File: src/rtl/ins_fetch_queue_if.sv
// Fetch-queue bus: control, MemCtrl instruction port and decode-side FIFO head.
// master = the fetch queue itself, slave = its environment (MemCtrl, decoder, flush logic).
interface ins_fetch_queue_if;
  logic        rdy;
  logic        Clear_flag;
  logic [31:0] Clear_pc;
  logic        memctrl_ins_ok;
  logic [31:0] memctrl_ins_ans;
  logic        insqueue_to_memctrl_needchange;
  logic [31:0] memctrl_ins_addr_;
  logic [3:0]  memctrl_ins_remain_cycle_;
  logic        iq_out_valid;
  logic [31:0] iq_out_inst;
  logic [31:0] iq_out_pc;
  logic        iq_pop;

  modport master (
    input  rdy, Clear_flag, Clear_pc, memctrl_ins_ok, memctrl_ins_ans, iq_pop,
    output insqueue_to_memctrl_needchange, memctrl_ins_addr_, memctrl_ins_remain_cycle_,
    output iq_out_valid, iq_out_inst, iq_out_pc
  );

  modport slave (
    output rdy, Clear_flag, Clear_pc, memctrl_ins_ok, memctrl_ins_ans, iq_pop,
    input  insqueue_to_memctrl_needchange, memctrl_ins_addr_, memctrl_ins_remain_cycle_,
    input  iq_out_valid, iq_out_inst, iq_out_pc
  );
endinterface

File: src/rtl/ins_fetch_queue.sv
// Instruction fetch unit + instruction FIFO feeding decode.
// Issues one 4-byte fetch at a time to MemCtrl, buffers {pc, inst} pairs, and is flushed and
// redirected by Clear_flag/Clear_pc.
// Optional feature macro: IQ_BYPASS_EN -- an arriving word is presented on iq_out_* in the
// same cycle when the queue is empty (and not written if popped in that cycle).
module ins_fetch_queue #(
  parameter int unsigned IQ_DEPTH_LOG2 = 4,
  parameter logic [31:0] RESET_PC      = 32'h0000_0000
) (
  input logic                clk,
  input logic                rst,
  ins_fetch_queue_if.master  bus
);

  localparam int unsigned Depth = 2 ** IQ_DEPTH_LOG2;

  typedef enum logic [0:0] {StIdle, StWait} state_e;

  state_e                   r_state;
  logic [31:0]              r_pc;
  logic [IQ_DEPTH_LOG2-1:0] r_head;
  logic [IQ_DEPTH_LOG2-1:0] r_tail;
  logic [IQ_DEPTH_LOG2:0]   r_count;
  logic [31:0]              r_mem_inst [Depth];
  logic [31:0]              r_mem_pc   [Depth];

  logic w_active;
  logic w_empty;
  logic w_full;
  logic w_req;
  logic w_ok;
  logic w_bypass;
  logic w_bypass_take;
  logic w_push;
  logic w_pop;

  assign w_active = rst & bus.rdy & ~bus.Clear_flag;
  assign w_empty  = (r_count == '0);
  // Count only reaches Depth when full, so its top bit alone flags full.
  assign w_full   = r_count[IQ_DEPTH_LOG2];

  // Strobe only from IDLE with a free slot: a second strobe would clobber MemCtrl's transfer.
  assign w_req = w_active & (r_state == StIdle) & ~w_full;
  // A word arriving while IDLE is a leftover from a flushed fetch and is dropped.
  assign w_ok  = w_active & (r_state == StWait) & bus.memctrl_ins_ok;

`ifdef IQ_BYPASS_EN
  assign w_bypass = w_ok & w_empty;
`else
  assign w_bypass = 1'b0;
`endif
  assign w_bypass_take = w_bypass & bus.iq_pop;

  assign w_push = w_ok & ~w_bypass_take;
  assign w_pop  = w_active & bus.iq_pop & ~w_empty;

  assign bus.insqueue_to_memctrl_needchange = w_req;
  assign bus.memctrl_ins_addr_              = r_pc;
  assign bus.memctrl_ins_remain_cycle_      = 4'd4;

  assign bus.iq_out_valid = ~w_empty | w_bypass;
  assign bus.iq_out_inst  = w_bypass ? bus.memctrl_ins_ans : r_mem_inst[r_head];
  assign bus.iq_out_pc    = w_bypass ? r_pc : r_mem_pc[r_head];

  // Fetch FSM, fetch PC and queue bookkeeping; flush beats any same-cycle arrival or pop.
  always_ff @(posedge clk) begin
    if (!rst) begin
      r_state <= StIdle;
      r_pc    <= RESET_PC;
      r_head  <= '0;
      r_tail  <= '0;
      r_count <= '0;
    end else if (bus.rdy) begin
      if (bus.Clear_flag) begin
        r_state <= StIdle;
        r_pc    <= bus.Clear_pc;
        r_head  <= '0;
        r_tail  <= '0;
        r_count <= '0;
      end else begin
        if (w_req) begin
          r_state <= StWait;
        end else if (w_ok) begin
          r_state <= StIdle;
          r_pc    <= r_pc + 32'd4;
        end
        if (w_push) begin
          r_tail <= r_tail + 1'b1;
        end
        if (w_pop) begin
          r_head <= r_head + 1'b1;
        end
        case ({w_push, w_pop})
          2'b10:   r_count <= r_count + 1'b1;
          2'b01:   r_count <= r_count - 1'b1;
          default: r_count <= r_count;
        endcase
      end
    end
  end

  // Entry storage; contents need no reset since count gates visibility.
  always_ff @(posedge clk) begin
    if (w_push) begin
      r_mem_inst[r_tail] <= bus.memctrl_ins_ans;
      r_mem_pc[r_tail]   <= r_pc;
    end
  end

endmodule

File: src/flat_wrapper.sv
// flat-port wrapper written by rule: the top's interface ports become plain ports
module ins_fetch_queue_flat 
#(
  parameter int unsigned IQ_DEPTH_LOG2 = 4,
  parameter logic [31:0] RESET_PC      = 32'h0000_0000
)
  (clk, rst, bus_rdy, bus_Clear_flag, bus_Clear_pc, bus_memctrl_ins_ok, bus_memctrl_ins_ans, bus_iq_pop, bus_insqueue_to_memctrl_needchange, bus_memctrl_ins_addr_, bus_memctrl_ins_remain_cycle_, bus_iq_out_valid, bus_iq_out_inst, bus_iq_out_pc);
  ins_fetch_queue_if bus_i ();
  input logic clk;
  input logic rst;
  input wire logic [$bits(bus_i.rdy)-1:0] bus_rdy;
  input wire logic [$bits(bus_i.Clear_flag)-1:0] bus_Clear_flag;
  input wire logic [$bits(bus_i.Clear_pc)-1:0] bus_Clear_pc;
  input wire logic [$bits(bus_i.memctrl_ins_ok)-1:0] bus_memctrl_ins_ok;
  input wire logic [$bits(bus_i.memctrl_ins_ans)-1:0] bus_memctrl_ins_ans;
  input wire logic [$bits(bus_i.iq_pop)-1:0] bus_iq_pop;
  output wire logic [$bits(bus_i.insqueue_to_memctrl_needchange)-1:0] bus_insqueue_to_memctrl_needchange;
  output wire logic [$bits(bus_i.memctrl_ins_addr_)-1:0] bus_memctrl_ins_addr_;
  output wire logic [$bits(bus_i.memctrl_ins_remain_cycle_)-1:0] bus_memctrl_ins_remain_cycle_;
  output wire logic [$bits(bus_i.iq_out_valid)-1:0] bus_iq_out_valid;
  output wire logic [$bits(bus_i.iq_out_inst)-1:0] bus_iq_out_inst;
  output wire logic [$bits(bus_i.iq_out_pc)-1:0] bus_iq_out_pc;
  assign bus_i.rdy = bus_rdy;
  assign bus_i.Clear_flag = bus_Clear_flag;
  assign bus_i.Clear_pc = bus_Clear_pc;
  assign bus_i.memctrl_ins_ok = bus_memctrl_ins_ok;
  assign bus_i.memctrl_ins_ans = bus_memctrl_ins_ans;
  assign bus_i.iq_pop = bus_iq_pop;
  assign bus_insqueue_to_memctrl_needchange = bus_i.insqueue_to_memctrl_needchange;
  assign bus_memctrl_ins_addr_ = bus_i.memctrl_ins_addr_;
  assign bus_memctrl_ins_remain_cycle_ = bus_i.memctrl_ins_remain_cycle_;
  assign bus_iq_out_valid = bus_i.iq_out_valid;
  assign bus_iq_out_inst = bus_i.iq_out_inst;
  assign bus_iq_out_pc = bus_i.iq_out_pc;
  ins_fetch_queue #(.IQ_DEPTH_LOG2(IQ_DEPTH_LOG2), .RESET_PC(RESET_PC)) u_core (.clk(clk), .rst(rst), .bus(bus_i));
endmodule
File: config.mk
export PLATFORM = sky130hd
export DESIGN_NAME = ins_fetch_queue_flat
export DESIGN_NICKNAME = d
export VERILOG_FILES = /design/src/rtl/ins_fetch_queue_if.sv /design/src/rtl/ins_fetch_queue.sv /design/src/flat_wrapper.sv
export SDC_FILE = /design/constraint.sdc
export NUM_CORES = 1
export LEC_CHECK = 0
export CAP_MARGIN = 10
export CORE_MARGIN = 2
export CORE_UTILIZATION = 54
export DETAILED_ROUTE_END_ITERATION = 6
export PLACE_DENSITY = 0.75
export REMOVE_ABC_BUFFERS = 1
export SLEW_MARGIN = 20
export SYNTH_ARGS = -nofsm -noshare
export SYNTH_HDL_FRONTEND = slang
export SYNTH_SLANG_ARGS = --single-unit
File: constraint.sdc
create_clock -name clk -period 3.9 [get_ports clk]
set_input_delay 0.78 -clock clk [delete_from_list [all_inputs] [get_ports clk]]
set_output_delay 0.78 -clock clk [all_outputs]
set_load 0.005 [all_outputs]
**Word-level counts from Yosys, hierarchy flattened**

Memory sizes are Yosys's and may differ from the RTL's. A register that Yosys moved wholly into a read port is not among the register bits.
Index checks and enable logic that the tools add are counted.

- Memory bits (read-only): 0
- Memories kept: 2
- Latch bits: 0
- Bits in registers: 46
- Output and inout port bits: 102
- RAM bits: 1024
- Word-level logic and storage cells: 55

Memory list:

| name | words | width | rd ports | clocked after memory_dff | write ports | RTL line | RTL |
|---|---|---|---|---|---|---|---|
| u_core.r_mem_inst | 16 | 32 | 1 | 1 | 1 | ins_fetch_queue.sv:24 | `logic [31:0] r_mem_inst [Depth];` |
| u_core.r_mem_pc | 16 | 32 | 1 | 1 | 1 | ins_fetch_queue.sv:25 | `logic [31:0] r_mem_pc [Depth];` |

- Multiply operators: 0
- Shifts and indexed selects: 0
- Reduce and logical (&&, ||, !) cells: 10
- Bitwise gates (word level): 12
- Mux-type cells: 18
- $add $sub $neg: 5
- Equal/unequal tests: 3
- Divide/modulo/power cells: 0
- $lt $le $gt $ge: 0

Operators by type and width:

| cell | count |
|---|---|
| 32-bit 2-to-1 mux | 3 |
| 32-bit by 3-bit adder with 32-bit output, second input constant | 1 |
| 4-bit 2-to-1 mux | 8 |
| 5-bit case mux with 2 select lines | 1 |
| 4-bit by 1-bit adder with 4-bit output, second input constant | 2 |
| 1-bit bitwise AND | 8 |
| 2-bit AND reduction | 4 |
| 3-bit nonzero test | 2 |
| 5-bit by 1-bit adder with 5-bit output, second input constant | 1 |
| 5-bit logical NOT | 1 |
| 1-bit 2-to-1 mux | 5 |
| 5-bit 2-to-1 mux | 1 |
| 5-bit by 1-bit subtractor with 5-bit output, second input constant | 1 |
| 1-bit inverter | 4 |
| 2-bit nonzero test | 2 |
| 3-bit AND reduction | 1 |
| 2-bit by 1-bit == test with 1-bit output, second input constant | 1 |
| 2-bit == test, second input constant | 1 |
| 2-bit != test, second input constant | 1 |

**Depth between registers and ports, before layout**

Gate-level depths: netlist of the first run.

- Word-level depth: 8
- Depth in mapped cells: 10
- Depth with buffers taken out: 9

**Least setup slack after synthesis of the first run**

No wires, ideal clock.

- Path type: in2reg
- From: input port bus_rdy
- To: memory u_core.r_mem_inst[0][0] (enable)
- Path buffers: 1
- Setup time: 0.429 ns
- Data arrival time: 3.260 ns
- Required time: 3.471 ns
- Stages on the path: 6
- Setup slack: 0.212 ns
- Cell sequence: buf_2 clkinv_1 nor2_1 nand3_1 nor3_1 and2_1

- Cells in the longest elaborated chain, start to end: 6

RTL lines:

| what | RTL line | RTL |
|---|---|---|
| start: declaration | flat_wrapper.sv:11 | `input wire logic [$bits(bus_i.rdy)-1:0] bus_rdy;` |
| 1-bit bitwise AND (2 in series) | ins_fetch_queue.sv:37 | `assign w_active = rst & bus.rdy & ~bus.Clear_flag;` |
| 1-bit bitwise AND (2 in series) | ins_fetch_queue.sv:45 | `assign w_ok = w_active & (r_state == StWait) & bus.memctrl_ins_ok;` |
| 1-bit 2-to-1 mux | ins_fetch_queue.sv:104 | `if (w_push) begin` |
| 1-bit 2-to-1 mux (not written as such) | ins_fetch_queue.sv:105 | `r_mem_inst[r_tail] <= bus.memctrl_ins_ans;` |
| end: declaration | ins_fetch_queue.sv:24 |  |

Every way passes these cells.

==> results.yml, run 1 <==
setup_path:
  rr_startpoint: "u_core.bus.memctrl_ins_addr_[2]"
  cp.required_ns: 3.12
  crit_chain: "buf_12 -> buf_12 -> buf_16 -> mux4_2 -> mux4_2 -> clkdlybuf4s50_1"
  r2r_setup_slack_ns: 0.98
  worstSetupStartpointType: "flop"
  critPathMaxFanout: 12
  arrival_ns: 3.08
  timing.critical_path.buf_inv: 4
  cp_slowest_cell: "mux4_2"
  cp_top_family: "multiplexers"
  end_kind: "output pin"
  slowest_delay_ns: 0.55
  crit_type: "flop to output pin"
  r2r_cells: 5
  rr_endpoint: "u_core.bus.memctrl_ins_addr_[31]"
yosys:
  syn_area_per_cell_um2: 22.8
  synth_seq_area_share: 0.766
  syn-cell-area_um2: 41400
  synth_cells: 1820
  synthTopCellsByCount: "1,024 x edfxtp_1, 320 x mux4_2, 50 x dfxtp_1"
  synth-edff-count: 1024
  async_flop_share: 0
  synth_area_leaders: "edfxtp_1 74%, mux4_2 17%, dfxtp_1 2.4%"
  synth_flop_cell: "edfxtp_1"
  yosysMostFrequentCell: "edfxtp_1"
  synthDistinctLibCells: 67
  yosys.area.top_type: "edfxtp_1"
  yosysWarnings: 0
  synth_seq_cells: 1074
  synth_top_area_share: 0.742
cells_and_area:
  layout-drive-gt1-share: 0.286
  area_growth_pct: 18.5
  fin_nets: 2188
  final_core_util: 0.647
power_and_ir_drop:
  fin_total_pwr_mw: 22.9
  p_leak_nw: 15.3
  power_density_nw_per_um2: 465
  peakVddDrop_mv: 0.334
placement:
  dp_hpwl_mm: 52.8
  gp_congestion: 0.905
  port_buffers: 167
route:
  wl_per_cell_um: 31.3
  drc_errors: 0
  first_iter_violations: 2823
  first_pass_iters: 5
  ant_nets: 0
  vias_per_cell: 6.47
  num_vias: 20900
  wl_mm: 101
status:
  status: "finished, final reports clean"
die:
  die_w_um: 281
  start_util: 0.546
  rows: 101
  fp.dieH_um: 281
  boundaryPins: 172
  core_um2: 75900
  dieArea_um2: 79000
timing:
  slew_headroom: 0.266
  fin_crit_sh: 0.990
  finalClockSkew_ns: 0.0225
  max_freq_ghz: 0.259
  tns_ns: 0
  finalSetupViolCount: 0
  slew_viol_final: 0
  period_needed_ns: 3.86
  worstMarginPinSlew_ns: 1.10
  finalHoldViolCount: 0
clocking:
  insertion_delay_ns: 0.66
  cts_tree: "built"
  cts_buffers: 102
  clockRootBuffer: "clkbuf_16"
  cts_sinks: 1074
  clkTransAtPathRegs_ns: 0.06
  ctsHtreeMaxLevel: 3
  clk_path_buf_depth: 3
global_route:
  first_global_vias: 21300
  grt_pass1_wl_mm: 144
  antenna_found_initial: 6
  grt_overflow_total: 0
  grt_use_total: 0.257
  grt_start_max_net_pins: 80
flow_run:
  max-cap-violations: 0
min_path:
  min_from: "u_core.r_head[2]"
  holdPathStages: 2
  hp-class: "flop to flop"
registers in the layout (all words and copies together), names as in the netlist, named ones only:
register                      count
u_core.r_mem_inst               512
u_core.r_mem_pc                 512
u_core.bus.memctrl_ins_addr_     32
u_core.r_count                    5
u_core.r_head                     4
u_core.r_tail                     4
u_core.r_state                    1
worst register-to-register path: cells and delay by family (launching register included):
family,cells,cell delay [ns]
simple gates,4,1.91
flops,1,0.82
compound gates,1,0.08
cell usage in the layout (no fill, tap or decap), types with 20 or more instances in the layout:
master           Yosys  final
clkdlybuf4s50_1      0    138
nand2_1             35     35
o21ai_0             26     26
a21oi_1             31     31
buf_4                8     52
buf_12               0     47
clkbuf_1            42     29
mux4_2             320    320
edfxtp_1          1024   1024
clkinv_2             0     20
dfxtp_1             50     46
clkbuf_16            0    107
nor2_1              38     38
worst max path at each step:
stage | startpoint | end | slack (ns) | cells after the start
global placement | bus_rdy | u_core.r_count[4] | 0.35 | 10
finish | flop | bus_iq_out_pc[31] | 0.04 | 6
CTS | flop | bus_iq_out_inst[20] | -0.003 | 6
global route | flop | bus_iq_out_inst[15] | -0.01 | 7
detailed placement | bus_rdy | u_core.r_count[4] | 0.42 | 10
floorplan | flop | bus_iq_out_inst[0] | -8.46 | 2
routing by layer:
layer | share of wire | track usage
met3 | 0.092 | 0.0539
met1 | 0.38 | 0.349
met2 | 0.50 | 0.420
met5 | 0.00020 | 0
met4 | 0.030 | 0.0861
area by class of cell:
| cell class | instances | area, um2 |
|---|---|---|
| clock buffers | 138 | 2790 |
| flip-flops and latches | 1074 | 31800 |
| inverters | 9 | 33.8 |
| fillers | 4736 | 26800 |
| repair buffers | 286 | 3520 |
| diodes | 1 | 2.50 |
| multi-input cells | 637 | 9230 |
| clock inverters | 53 | 495 |
| well taps | 1030 | 1290 |
cells by family after synthesis:
group	count (synthesis)	share of synthesized area
adder cells (fa/ha/maj)	8	0.00242
AO/OA/AOI/OAI	123	0.0203
AND/OR/NAND/NOR	173	0.0226
XOR/XNOR	3	0.000634
buffers and inverters	111	0.0124
other	2	0.000181
flip-flops	1074	0.766
multiplexers	326	0.175
power by group:
group	total (mW)	internal, mW	switching [mW]
clock	9.74	5.52	4.22
sequential	12.7	12.6	0.103
combinational	0.379	0.167	0.213
total	22.9	18.3	4.54
repair_timing:
action,4_1_cts,5_1_grt
gates cloned,7,2
endpoints found under the setup margin,41,18
gates resized for setup,30,13
hold buffers,0,0
pin swaps,0,0
setup buffers,17,4
through the flow:
stage                     cell area (um2)  hold WS [ns]  std cells  setup slack [ns]
after floorplan                     41000         0.461       1720             -8.46
after global placement              45300         0.496       3006             0.354
after detailed placement            45300         0.525       3006             0.416
after CTS                           49000         0.526       3221          -0.00284
after global routing                49100         0.545       3228          -0.00969
final                               49100         0.527       3228            0.0393
Note: power is estimated with default switching activity, not from simulation.
==> inputs of run 2 (changes only) <==
--- a/config.mk
+++ b/config.mk
@@ -8,6 +8,7 @@
 export CAP_MARGIN = 10
 export CORE_MARGIN = 2
 export CORE_UTILIZATION = 54
+export CTS_CLUSTER_DIAMETER = 120
 export DETAILED_ROUTE_END_ITERATION = 6
 export PLACE_DENSITY = 0.75
 export REMOVE_ABC_BUFFERS = 1
==> results of run 2 <==
Final layout, timing and power as in run 1 (identical DEF).
==> inputs of run 3 (changes only) <==
--- a/config.mk
+++ b/config.mk
@@ -7,10 +7,10 @@
 export LEC_CHECK = 0
 export CAP_MARGIN = 10
 export CORE_MARGIN = 2
-export CORE_UTILIZATION = 54
+export CORE_UTILIZATION = 51
 export CTS_CLUSTER_DIAMETER = 120
 export DETAILED_ROUTE_END_ITERATION = 6
-export PLACE_DENSITY = 0.75
+export PLACE_DENSITY = 0.71
 export REMOVE_ABC_BUFFERS = 1
 export SLEW_MARGIN = 20
 export SYNTH_ARGS = -nofsm -noshare
==> run 3 against run 2 <==
  * Worst hold slack better by 0.0053 ns
  * Clock skew increased by 0.0011 ns
  * Total power down 0.49%
  * Highest routed layer unchanged
  * Cell count up 0.65%
  * Critical endpoint is now bus_iq_out_inst[27]
  * Sequential share of layout area increased by 0.20 points
  * Largest power group unchanged
==> results.yml, run 3 (synthesis gave the netlist of run 1 again) <==
timing:
  finalClockSkew_ns: 0.0236
  rsz0062_at_grt: "true"
  fin_ws_ns: 0.0339
  hold_ws_ns: 0.533
  slew_viol_final: 0
  period_needed_ns: 3.87
  worstMarginPinSlew_ns: 0.875
  slew_headroom: 0.416
  tns_ns: 0
  fin_crit_sh: 0.991
  max_freq_ghz: 0.259
  finalSetupViolCount: 0
  finalHoldViolCount: 0
status:
  status: "finished, final reports clean"
route:
  first_iter_violations: 2351
  first_pass_iters: 7
  drc_errors: 0
  vias_per_cell: 6.26
  ant_nets: 0
  wl_met3_mm: 7.04
  wl_mm: 95.5
  num_vias: 20400
  top_layer: "met5"
  wl_met2_mm: 47.9
  met1_length_mm: 38.7
  wl_per_cell_um: 29.4
min_path:
  holdPathStages: 2
  hp-class: "flop to flop"
  min_from: "u_core.r_count[3]"
setup_path:
  cp.required_ns: 3.12
  worstSetupStartpointType: "flop"
  crit_chain: "buf_12 -> buf_16 -> buf_6 -> mux4_2 -> mux4_2 -> clkdlybuf4s50_1"
  cp_slowest_cell: "mux4_2"
  crit_type: "flop to output pin"
  rr_startpoint: "u_core.bus.memctrl_ins_addr_[3]"
  critPathMaxFanout: 13
  slowest_delay_ns: 0.51
  arrival_ns: 3.09
  end_kind: "output pin"
  crit_top_cell: "mux4_2"
  r2r_cells: 6
cells_and_area:
  fin_nets: 2185
  layout-drive-gt1-share: 0.281
  final_cell_mix: "1,024 x edfxtp_1, 320 x mux4_2, 134 x clkdlybuf4s50_1, 107 x clkbuf_16, 57 x buf_4"
  fillers: 5449
  final_common_cell: "edfxtp_1"
  diodes: 0
  area_growth_pct: 18.2
placement:
  port_buffers: 167
  dp_hpwl_mm: 51.0
  dp_slack_ns: 0.477
  gp_congestion: 0.819
die:
  boundaryPins: 172
  dieArea_um2: 83600
  start_util: 0.515
  rows: 104
  fp.dieH_um: 289
  core_um2: 80500
  die_w_um: 289
clocking:
  clkTransAtPathRegs_ns: 0.07
  clk_path_buf_depth: 3
  cts_buffers: 103
  cts_sinks: 1074
  ctsHtreeMaxLevel: 3
  cts_tree: "built"
  cts_hold_buf: 0
  insertion_delay_ns: 0.67
  clockRootBuffer: "clkbuf_16"
power_and_ir_drop:
  power_density_nw_per_um2: 464
  peakVddDrop_mv: 0.356
  p_leak_nw: 15.2
global_route:
  grt_overflow_total: 0
  grt_use_total: 0.233
  grt_start_max_net_pins: 89
  grt_pass1_wl_mm: 140
  first_global_vias: 21000
  antenna_found_initial: 1
flow_run:
  max-cap-violations: 0
-- run 3: changes by cell type in the layout (fill, tap and decap cells not counted), moves of 5 or more --
cell / delta
buf_12: -7
buf_4: +5
clkbuf_1: -6
clkinv_2: -6
clkinv_1: +11
-- run 3: layout make-up --
cell class / instances / area, um2 / share of cell area
clock buffer: 135 / 2810 / 0.0574
clock inverter: 52 / 462 / 0.00943
inverter: 9 / 33.8 / 0.000690
multi-input combinational: 637 / 9230 / 0.188
sequential: 1074 / 31800 / 0.649
tap: 1060 / 1330 / 0.0271
timing repair buffer: 282 / 3350 / 0.0684
-- run 3: what timing repair did --
action / in CTS / in global routing
endpoints found under the hold margin: 0 / 0
buffers inserted: 12 / 7
setup endpoints to repair: 63 / 33
pin swaps: 0 / 0
gates cloned: 4 / 2
resized for setup: 32 / 23
-- run 3: stage by stage --
stage / utilization / power, mW / cells / cell area, um2
detailed placement: 0.562 / 13.3 / 3037 / 45200
CTS: 0.606 / 22.9 / 3240 / 48800
global placement: 0.562 / 13.3 / 3037 / 45200
floorplan: - / 13.1 / 1720 / 41000
finish: 0.608 / 22.7 / 3249 / 49000
global route: 0.608 / 23.4 / 3249 / 49000
-- run 3: final timing paths --
kind | to | slack [ns]
max | bus_iq_out_inst[27] | 0.03
min | u_core.r_count[3] | 0.53
min reg2reg | u_core.r_count[3] | 0.53
max reg2reg | u_core.bus.memctrl_ins_addr_[24] | 1.22
-- run 3: layer usage --
metal / vias up / global-route usage
met5: - / 0
met4: 2 / 0.0610
met3: 129 / 0.0405
met2: 917 / 0.378
met1: 10900 / 0.331
li1: 8410 / -
-- run 3: critical path, delay by kind of cell (launching register included) --
kind | cells | cell delay, ns
buf+inv | 4 | 0.96
mux | 2 | 1.01
flops | 1 | 0.41
-- run 3: power by group --
part / switching, mW / leakage [nW] / total [mW] / internal [mW]
registers: 0.103 / 9.78 / 12.7 / 12.6
clock network: 4.16 / 1.59 / 9.63 / 5.48
logic: 0.206 / 3.86 / 0.370 / 0.164
total: 4.46 / 15.2 / 22.7 / 18.3
